File: config.mk
export PLATFORM = sky130hd
export DESIGN_NAME = uart_byte_rx
export DESIGN_NICKNAME = d
export VERILOG_FILES = /design/src/rtl/uart_pkg.sv /design/src/rtl/uart_rx_tick_gen.sv /design/src/rtl/uart_byte_rx.sv
export SDC_FILE = /design/constraint.sdc
export NUM_CORES = 1
export LEC_CHECK = 0
export CORE_MARGIN = 1.5
export CORE_UTILIZATION = 25
export CTS_BUF_LIST = sky130_fd_sc_hd__clkbuf_8
export DETAILED_ROUTE_END_ITERATION = 10
export PLACE_DENSITY = 0.39
export SLEW_MARGIN = 20
export SYNTH_ARGS = -nofsm -noshare
export SYNTH_HDL_FRONTEND = slang
export SYNTH_SLANG_ARGS = --single-unit
File: constraint.sdc
create_clock -name mclk -period 1.9 [get_ports mclk]
set_input_delay 0.38 -clock mclk [delete_from_list [all_inputs] [get_ports mclk]]
set_output_delay 0.38 -clock mclk [all_outputs]
set_load 0.1 [all_outputs]
File: src/rtl/uart_pkg.sv
// Shared definitions for the UART byte receiver: FSM states, oversampling
// constants, baud rates and the divider arithmetic used by the tick generator.
package uart_pkg;

    typedef enum logic [1:0] {
        ST_IDLE  = 2'd0,
        ST_START = 2'd1,
        ST_DATA  = 2'd2,
        ST_STOP  = 2'd3
    } uart_state_t;

    localparam int UART_OVS = 16;

    // Oversample ticks at which the three majority-vote samples are taken
    localparam logic [3:0] TICK_S0 = 4'd7;
    localparam logic [3:0] TICK_S1 = 4'd8;
    localparam logic [3:0] TICK_S2 = 4'd9;

    localparam int BAUD_9600   = 9600;
    localparam int BAUD_19200  = 19200;
    localparam int BAUD_38400  = 38400;
    localparam int BAUD_57600  = 57600;
    localparam int BAUD_115200 = 115200;

    // Clocks per oversample tick, truncated; only ever evaluated on constants
    function automatic logic [15:0] div_value(input int clk_freq, input int rate);
        return 16'(clk_freq / (rate * UART_OVS));
    endfunction

endpackage

File: src/rtl/uart_rx_tick_gen.sv
// Oversample tick generator: latches the rate select on a frame start, restarts
// its down-counter there and emits a one-clock tick every DIV clocks.
module uart_rx_tick_gen
    import uart_pkg::*;
#(
    parameter int CLK_FREQ = 50_000_000
) (
    input  logic       mclk,
    input  logic       rst,
    input  logic       clear,
    input  logic [3:0] baud_set,
    output logic       tick
);

    localparam logic [15:0] RELOAD_0 = div_value(CLK_FREQ, BAUD_9600)   - 16'd1;
    localparam logic [15:0] RELOAD_1 = div_value(CLK_FREQ, BAUD_19200)  - 16'd1;
    localparam logic [15:0] RELOAD_2 = div_value(CLK_FREQ, BAUD_38400)  - 16'd1;
    localparam logic [15:0] RELOAD_3 = div_value(CLK_FREQ, BAUD_57600)  - 16'd1;
    localparam logic [15:0] RELOAD_4 = div_value(CLK_FREQ, BAUD_115200) - 16'd1;

    // Unlisted select codes fall back to the slowest rate
    function automatic logic [15:0] reload_for(input logic [3:0] sel);
        case (sel)
            4'd1:    return RELOAD_1;
            4'd2:    return RELOAD_2;
            4'd3:    return RELOAD_3;
            4'd4:    return RELOAD_4;
            default: return RELOAD_0;
        endcase
    endfunction

    logic [3:0]  baud_q, baud_d;
    logic [15:0] cnt_q,  cnt_d;
    logic        tick_q, tick_d;

    // Next-state: reload from the new select on clear, else count down to zero
    always_comb begin
        baud_d = baud_q;
        cnt_d  = cnt_q;
        tick_d = 1'b0;
        if (clear) begin
            baud_d = baud_set;
            cnt_d  = reload_for(baud_set);
        end else if (cnt_q == 16'd0) begin
            cnt_d  = reload_for(baud_q);
            tick_d = 1'b1;
        end else begin
            cnt_d  = cnt_q - 16'd1;
        end
    end

    // Divider registers
    always_ff @(posedge mclk or posedge rst) begin
        if (rst) begin
            baud_q <= 4'd0;
            cnt_q  <= 16'd0;
            tick_q <= 1'b0;
        end else begin
            baud_q <= baud_d;
            cnt_q  <= cnt_d;
            tick_q <= tick_d;
        end
    end

    assign tick = tick_q;

endmodule

File: src/rtl/uart_byte_rx.sv
// UART 8N1 byte receiver with 16x oversampling and 3-sample majority vote.
//
//  state    | meaning
//  ---------+--------------------------------------------------------------
//  ST_IDLE  | waiting for a falling edge on the synchronised line
//  ST_START | confirming the start bit; a high vote at mid-bit is a glitch
//  ST_DATA  | shifting in 8 data bits, LSB first
//  ST_STOP  | checking the stop bit; high -> rx_done, low -> frame_err
module uart_byte_rx
    import uart_pkg::*;
#(
    parameter int CLK_FREQ = 50_000_000,
    parameter int OVS      = 16
) (
    input  logic       mclk,
    input  logic       rst,
    input  logic [3:0] baud_set,
    input  logic       rs232_rx,
    output logic [7:0] data_byte,
    output logic       rx_done,
    output logic       frame_err,
    output logic       uart_state
);

    localparam logic [3:0] LAST_TICK = 4'(OVS - 1);

    logic       sync1_q, sync1_d;
    logic       sync2_q, sync2_d;
    logic       hist_q,  hist_d;
    logic [1:0] warm_q,  warm_d;
    logic       armed_q, armed_d;

    uart_state_t state_q, state_d;
    logic [3:0]  tick_cnt_q, tick_cnt_d;
    logic [2:0]  bit_cnt_q,  bit_cnt_d;
    logic        samp0_q, samp0_d;
    logic        samp1_q, samp1_d;
    logic [7:0]  shift_q, shift_d;
    logic [7:0]  data_byte_q, data_byte_d;
    logic        rx_done_q, rx_done_d;
    logic        frame_err_q, frame_err_d;
    logic        uart_state_q, uart_state_d;

    logic start_edge;
    logic tick;
    logic vote;

    // Synchroniser path; the edge detector is armed only once a real high
    // sample has come through, so a line held low over reset cannot start a frame
    always_comb begin
        sync1_d = rs232_rx;
        sync2_d = sync1_q;
        hist_d  = sync2_q;
        warm_d  = {warm_q[0], 1'b1};
        armed_d = armed_q | (warm_q[1] & sync2_q);
    end

    // Synchroniser registers
    always_ff @(posedge mclk or posedge rst) begin
        if (rst) begin
            sync1_q <= 1'b1;
            sync2_q <= 1'b1;
            hist_q  <= 1'b1;
            warm_q  <= 2'b00;
            armed_q <= 1'b0;
        end else begin
            sync1_q <= sync1_d;
            sync2_q <= sync2_d;
            hist_q  <= hist_d;
            warm_q  <= warm_d;
            armed_q <= armed_d;
        end
    end

    assign start_edge = armed_q & hist_q & ~sync2_q & (state_q == ST_IDLE);
    assign vote = (samp0_q & samp1_q) | (samp0_q & sync2_q) | (samp1_q & sync2_q);

    uart_rx_tick_gen #(
        .CLK_FREQ (CLK_FREQ)
    ) u_tick_gen (
        .mclk     (mclk),
        .rst      (rst),
        .clear    (start_edge),
        .baud_set (baud_set),
        .tick     (tick)
    );

    // Frame FSM next-state: vote at the third sample tick, advance at the last tick
    always_comb begin
        state_d      = state_q;
        tick_cnt_d   = tick_cnt_q;
        bit_cnt_d    = bit_cnt_q;
        samp0_d      = samp0_q;
        samp1_d      = samp1_q;
        shift_d      = shift_q;
        data_byte_d  = data_byte_q;
        rx_done_d    = 1'b0;
        frame_err_d  = 1'b0;
        uart_state_d = uart_state_q;

        if (state_q == ST_IDLE) begin
            if (start_edge) begin
                state_d      = ST_START;
                tick_cnt_d   = 4'd0;
                uart_state_d = 1'b1;
            end
        end else if (tick) begin
            tick_cnt_d = (tick_cnt_q == LAST_TICK) ? 4'd0 : tick_cnt_q + 4'd1;
            if (tick_cnt_q == TICK_S0) samp0_d = sync2_q;
            if (tick_cnt_q == TICK_S1) samp1_d = sync2_q;

            case (state_q)
                ST_START: begin
                    if (tick_cnt_q == TICK_S2 && vote) begin
                        state_d      = ST_IDLE;
                        uart_state_d = 1'b0;
                    end else if (tick_cnt_q == LAST_TICK) begin
                        state_d   = ST_DATA;
                        bit_cnt_d = 3'd0;
                    end
                end
                ST_DATA: begin
                    if (tick_cnt_q == TICK_S2) shift_d = {vote, shift_q[7:1]};
                    if (tick_cnt_q == LAST_TICK) begin
                        if (bit_cnt_q == 3'd7) state_d = ST_STOP;
                        else                   bit_cnt_d = bit_cnt_q + 3'd1;
                    end
                end
                ST_STOP: begin
                    // Leaving at mid-stop leaves half a bit to catch a back-to-back start
                    if (tick_cnt_q == TICK_S2) begin
                        if (vote) begin
                            data_byte_d = shift_q;
                            rx_done_d   = 1'b1;
                        end else begin
                            frame_err_d = 1'b1;
                        end
                        state_d      = ST_IDLE;
                        uart_state_d = 1'b0;
                    end
                end
                default: begin
                    state_d      = ST_IDLE;
                    uart_state_d = 1'b0;
                end
            endcase
        end
    end

    // Frame FSM and registered outputs
    always_ff @(posedge mclk or posedge rst) begin
        if (rst) begin
            state_q      <= ST_IDLE;
            tick_cnt_q   <= 4'd0;
            bit_cnt_q    <= 3'd0;
            samp0_q      <= 1'b1;
            samp1_q      <= 1'b1;
            shift_q      <= 8'h00;
            data_byte_q  <= 8'h00;
            rx_done_q    <= 1'b0;
            frame_err_q  <= 1'b0;
            uart_state_q <= 1'b0;
        end else begin
            state_q      <= state_d;
            tick_cnt_q   <= tick_cnt_d;
            bit_cnt_q    <= bit_cnt_d;
            samp0_q      <= samp0_d;
            samp1_q      <= samp1_d;
            shift_q      <= shift_d;
            data_byte_q  <= data_byte_d;
            rx_done_q    <= rx_done_d;
            frame_err_q  <= frame_err_d;
            uart_state_q <= uart_state_d;
        end
    end

    assign data_byte  = data_byte_q;
    assign rx_done    = rx_done_q;
    assign frame_err  = frame_err_q;
    assign uart_state = uart_state_q;

endmodule
==> metrics.csv <==
stage,metric,value,unit
outcome,outcome,"finished, final reports clean",
die,I/O pins,18,
synth,register area share after synthesis,49.6,%
timing,Worst Skew,0.0120,ns
global_routing,initial antenna violation count,0,
power,pwr/cell area,1100,nW/µm²
min_path,Worst Hold Launch,warm_q[0]$_DFF_PP0_,
setup_path,Worst Setup SP,u_tick_gen.cnt_q[0]$_DFF_PP0_,
synth,syn nets,286,
setup_path,CP max FO,8,
cts,TritonCTS clock tree,built,
synth,Avg Inst Size Synth,10.7,µm²
routing,1st-iter DRT viols,89,
routing,WL final,6260,µm
synth,"flops & latches, synth",57,
timing,period utilization,92.0,%
setup_path,WP data arrival,1.98,ns
die,die area,12200,µm²
final_layout,"commonest non-fill, non-tap cell in the layout",dfrtp_1,
timing,RSZ-0062 raised after global routing,no,
placed_design,DP Area,3420,µm²
die,die outline height,111,µm
synth,YS warnings,0,
synth,Post-synth top flop,dfrtp_1,
routing,DRC viols,0,
die,core area,11300,µm²
setup_path,Worst Setup End Kind,register,
synth,Post-Syn Instances,269,
global_routing,GRT Total Usage,11.2,%
global_routing,first-pass GRT wire length,10700,µm
cts,Clock Latency Late Sink,0.35,ns
setup_path,WP data required,2.13,ns
power,Leakage,1.69,nW
routing,routed vias,2109,
cts,hold_buf cts,0,
timing,min Tclk post-route,1.75,ns
routing,DR WL/cell,13.3,µm
routing,Detail Route Antenna Nets,0,
die,row count,39,
synth,post-synthesis cell type count,49,
final_layout,Area Overhead vs Synth,28.2,%
setup_path,Crit Path Class,reg -> reg,
final_layout,antenna diode count,0,
placed_design,port bufs,17,
final_layout,layout cells sized above 1,31.3,%
power,Max IR drop VDD,716,µV
timing,fmax,572,MHz
global_routing,GRT Max-Usage Layer,met2,
synth,synthesized area,2890,µm²
cts,clock slew at reported path FFs,0.08,ns
cts,CTS Root Buffer Type,clkbuf_8,
timing,final setup fails,0,
cts,Num CTS Buffers,9,
flow_run,Max Cap Viol,0,
global_routing,GR Util met2,17.3,%
synth,"EDFF count, synth",0,
synth,"FFs w/ async S/R, synth",100,%
min_path,Hold Crit Class,reg -> reg,
setup_path,reg-to-reg startpoint,u_tick_gen.cnt_q[0]$_DFF_PP0_,
timing,Final Hold Fails,0,
global_routing,vias in the first global route,2145,
placed_design,cell count after placement,450,
placed_design,Final HPWL DP,4390,µm
die,Die X,111,µm
die,initial core utilization,25.5,%
placed_design,GP Congestion,0.761,
timing,final slew viol count,0,
setup_path,Critical Path Source Type,register,
global_routing,M3 GR Usage,3.79,%
final_layout,final instance area,3700,µm²
cts,H-tree depth,3,
cts,total clock sinks,57,
cts,CTS max path bufs,2,
global_routing,pin count of the biggest net entering global routing,58,
final_layout,Non-Filler Instances,469,
global_routing,met1 Resource Use GR,14.2,%
routing,drt pass-1 iters,4,
final_layout,# nets final,338,
final_layout,highest-count cells in the layout ignoring fill and taps,"dfrtp_1 (52), buf_4 (45), nor2_1 (25)",
global_routing,global route overflow,0,
routing,Via-to-Cell Ratio,4.50,
-- path summary, 6_finish.rpt --
| path | endpoint | slack, ns | depth (start not counted) |
|---|---|---|---|
| max | u_tick_gen.cnt_q[7]$_DFF_PP0_ | 0.15 | 7 |
| min | warm_q[1]$_DFF_PP0_ | 0.35 | 0 |
| max reg2reg | u_tick_gen.cnt_q[7]$_DFF_PP0_ | 0.15 | 7 |
| min reg2reg | warm_q[1]$_DFF_PP0_ | 0.35 | 0 |
| max in group asynchronous | hist_q$_DFF_PP1_ | 1.19 | 3 |
| min in group asynchronous | u_tick_gen.cnt_q[14]$_DFF_PP0_ | 0.41 | 3 |
-- sequential cells by signal, indices dropped and copies added (netlist names) --
| signal | cells |
|---|---|
| rx_done | 1 |
| sync1_q | 1 |
| u_tick_gen.baud_q | 4 |
| data_byte | 8 |
| uart_state | 1 |
| tick_cnt_q | 4 |
| samp1_q | 1 |
| frame_err | 1 |
| shift_q | 8 |
| u_tick_gen.tick | 1 |
| u_tick_gen.cnt_q | 16 |
| bit_cnt_q | 3 |
| hist_q | 1 |
| state_q | 2 |
| hist_d | 1 |
| warm_q | 2 |
| armed_q | 1 |
| samp0_q | 1 |
-- power breakdown --
part / switching, mW / internal [mW]
clock: 0.530 / 0.778
combinational: 0.587 / 0.592
sequential: 0.208 / 1.38
-- cell type report --
type / instances / area, µm²
inverters: 13 / 48.8
flip-flops and latches: 57 / 1430
multi-input cells: 188 / 1400
well taps: 143 / 179
clock buffers: 10 / 138
clock inverters: 6 / 90.1
fillers: 1175 / 7620
repair buffers: 52 / 418
-- metal layers --
| layer | part of all wire [%] | wire length [µm] |
|---|---|---|
| met5 | 0 | 0 |
| met3 | 2.9 | 179 |
| met4 | 1.4 | 88 |
| met1 | 50 | 3110 |
| met2 | 46 | 2880 |
-- worst max-delay path, cell delays in order, from the launching register on --
cell	delay, ns
dfrtp_1	0.38
inv_1	0.06
ha_1	0.17
nor4b_2	0.24
nand4_2	0.20
buf_4	0.21
nand2_1	0.26
o21bai_1	0.12
-- cells by family (layout without fill, tap and decap cells) --
logic type	Yosys count	in the layout	share of synthesized area [%]
buffers and inverters	24	81	3.29
AO/OA/AOI/OAI	38	38	9.74
XOR/XNOR	13	13	3.94
AND/OR/NAND/NOR	100	100	19.1
multiplexers	25	25	9.53
flip-flops	57	57	49.6
other	1	1	0.130
adder cells (fa/ha/maj)	11	11	4.68
-- metrics by stage --
step | setup TNS, ns | hold slack (ns) | util, % | setup WS [ns] | power, mW
after floorplan | 0 | 0.331 | - | 0.0486 | 2.29
after global placement | -0.0769 | 0.334 | 30.2 | -0.0326 | 2.71
after detailed placement | 0 | 0.336 | 30.2 | 0.00725 | 2.71
after CTS | 0 | 0.353 | 32.3 | 0.0234 | 4.08
after global routing | 0 | 0.362 | 32.7 | 0.00772 | 4.39
final | 0 | 0.349 | 32.7 | 0.152 | 4.08
-- cells in the mapped netlist, drive strengths merged, types with 6 or more instances --
library cell,count,share of area [%]
dfrtp,52,45
nor2,25,3.2
nand2,24,3.2
mux2,20,7.8
inv,13,1.7
ha,10,4.3
nand3,10,1.7
xor2,10,3.0
nor3,8,1.4
clkbuf,7,0.91
a211oi,6,1.6
nand4,6,1.5
o21ai,6,1.0
-- timing repair --
action | in CTS | in global routing
endpoints found under the hold margin | 0 | 0
endpoints found under the setup margin | 7 | 28
setup buffers | 0 | 3
gates resized for setup | 2 | 7
pin swaps | 0 | 2
Note: power is estimated with default switching activity, not from simulation.
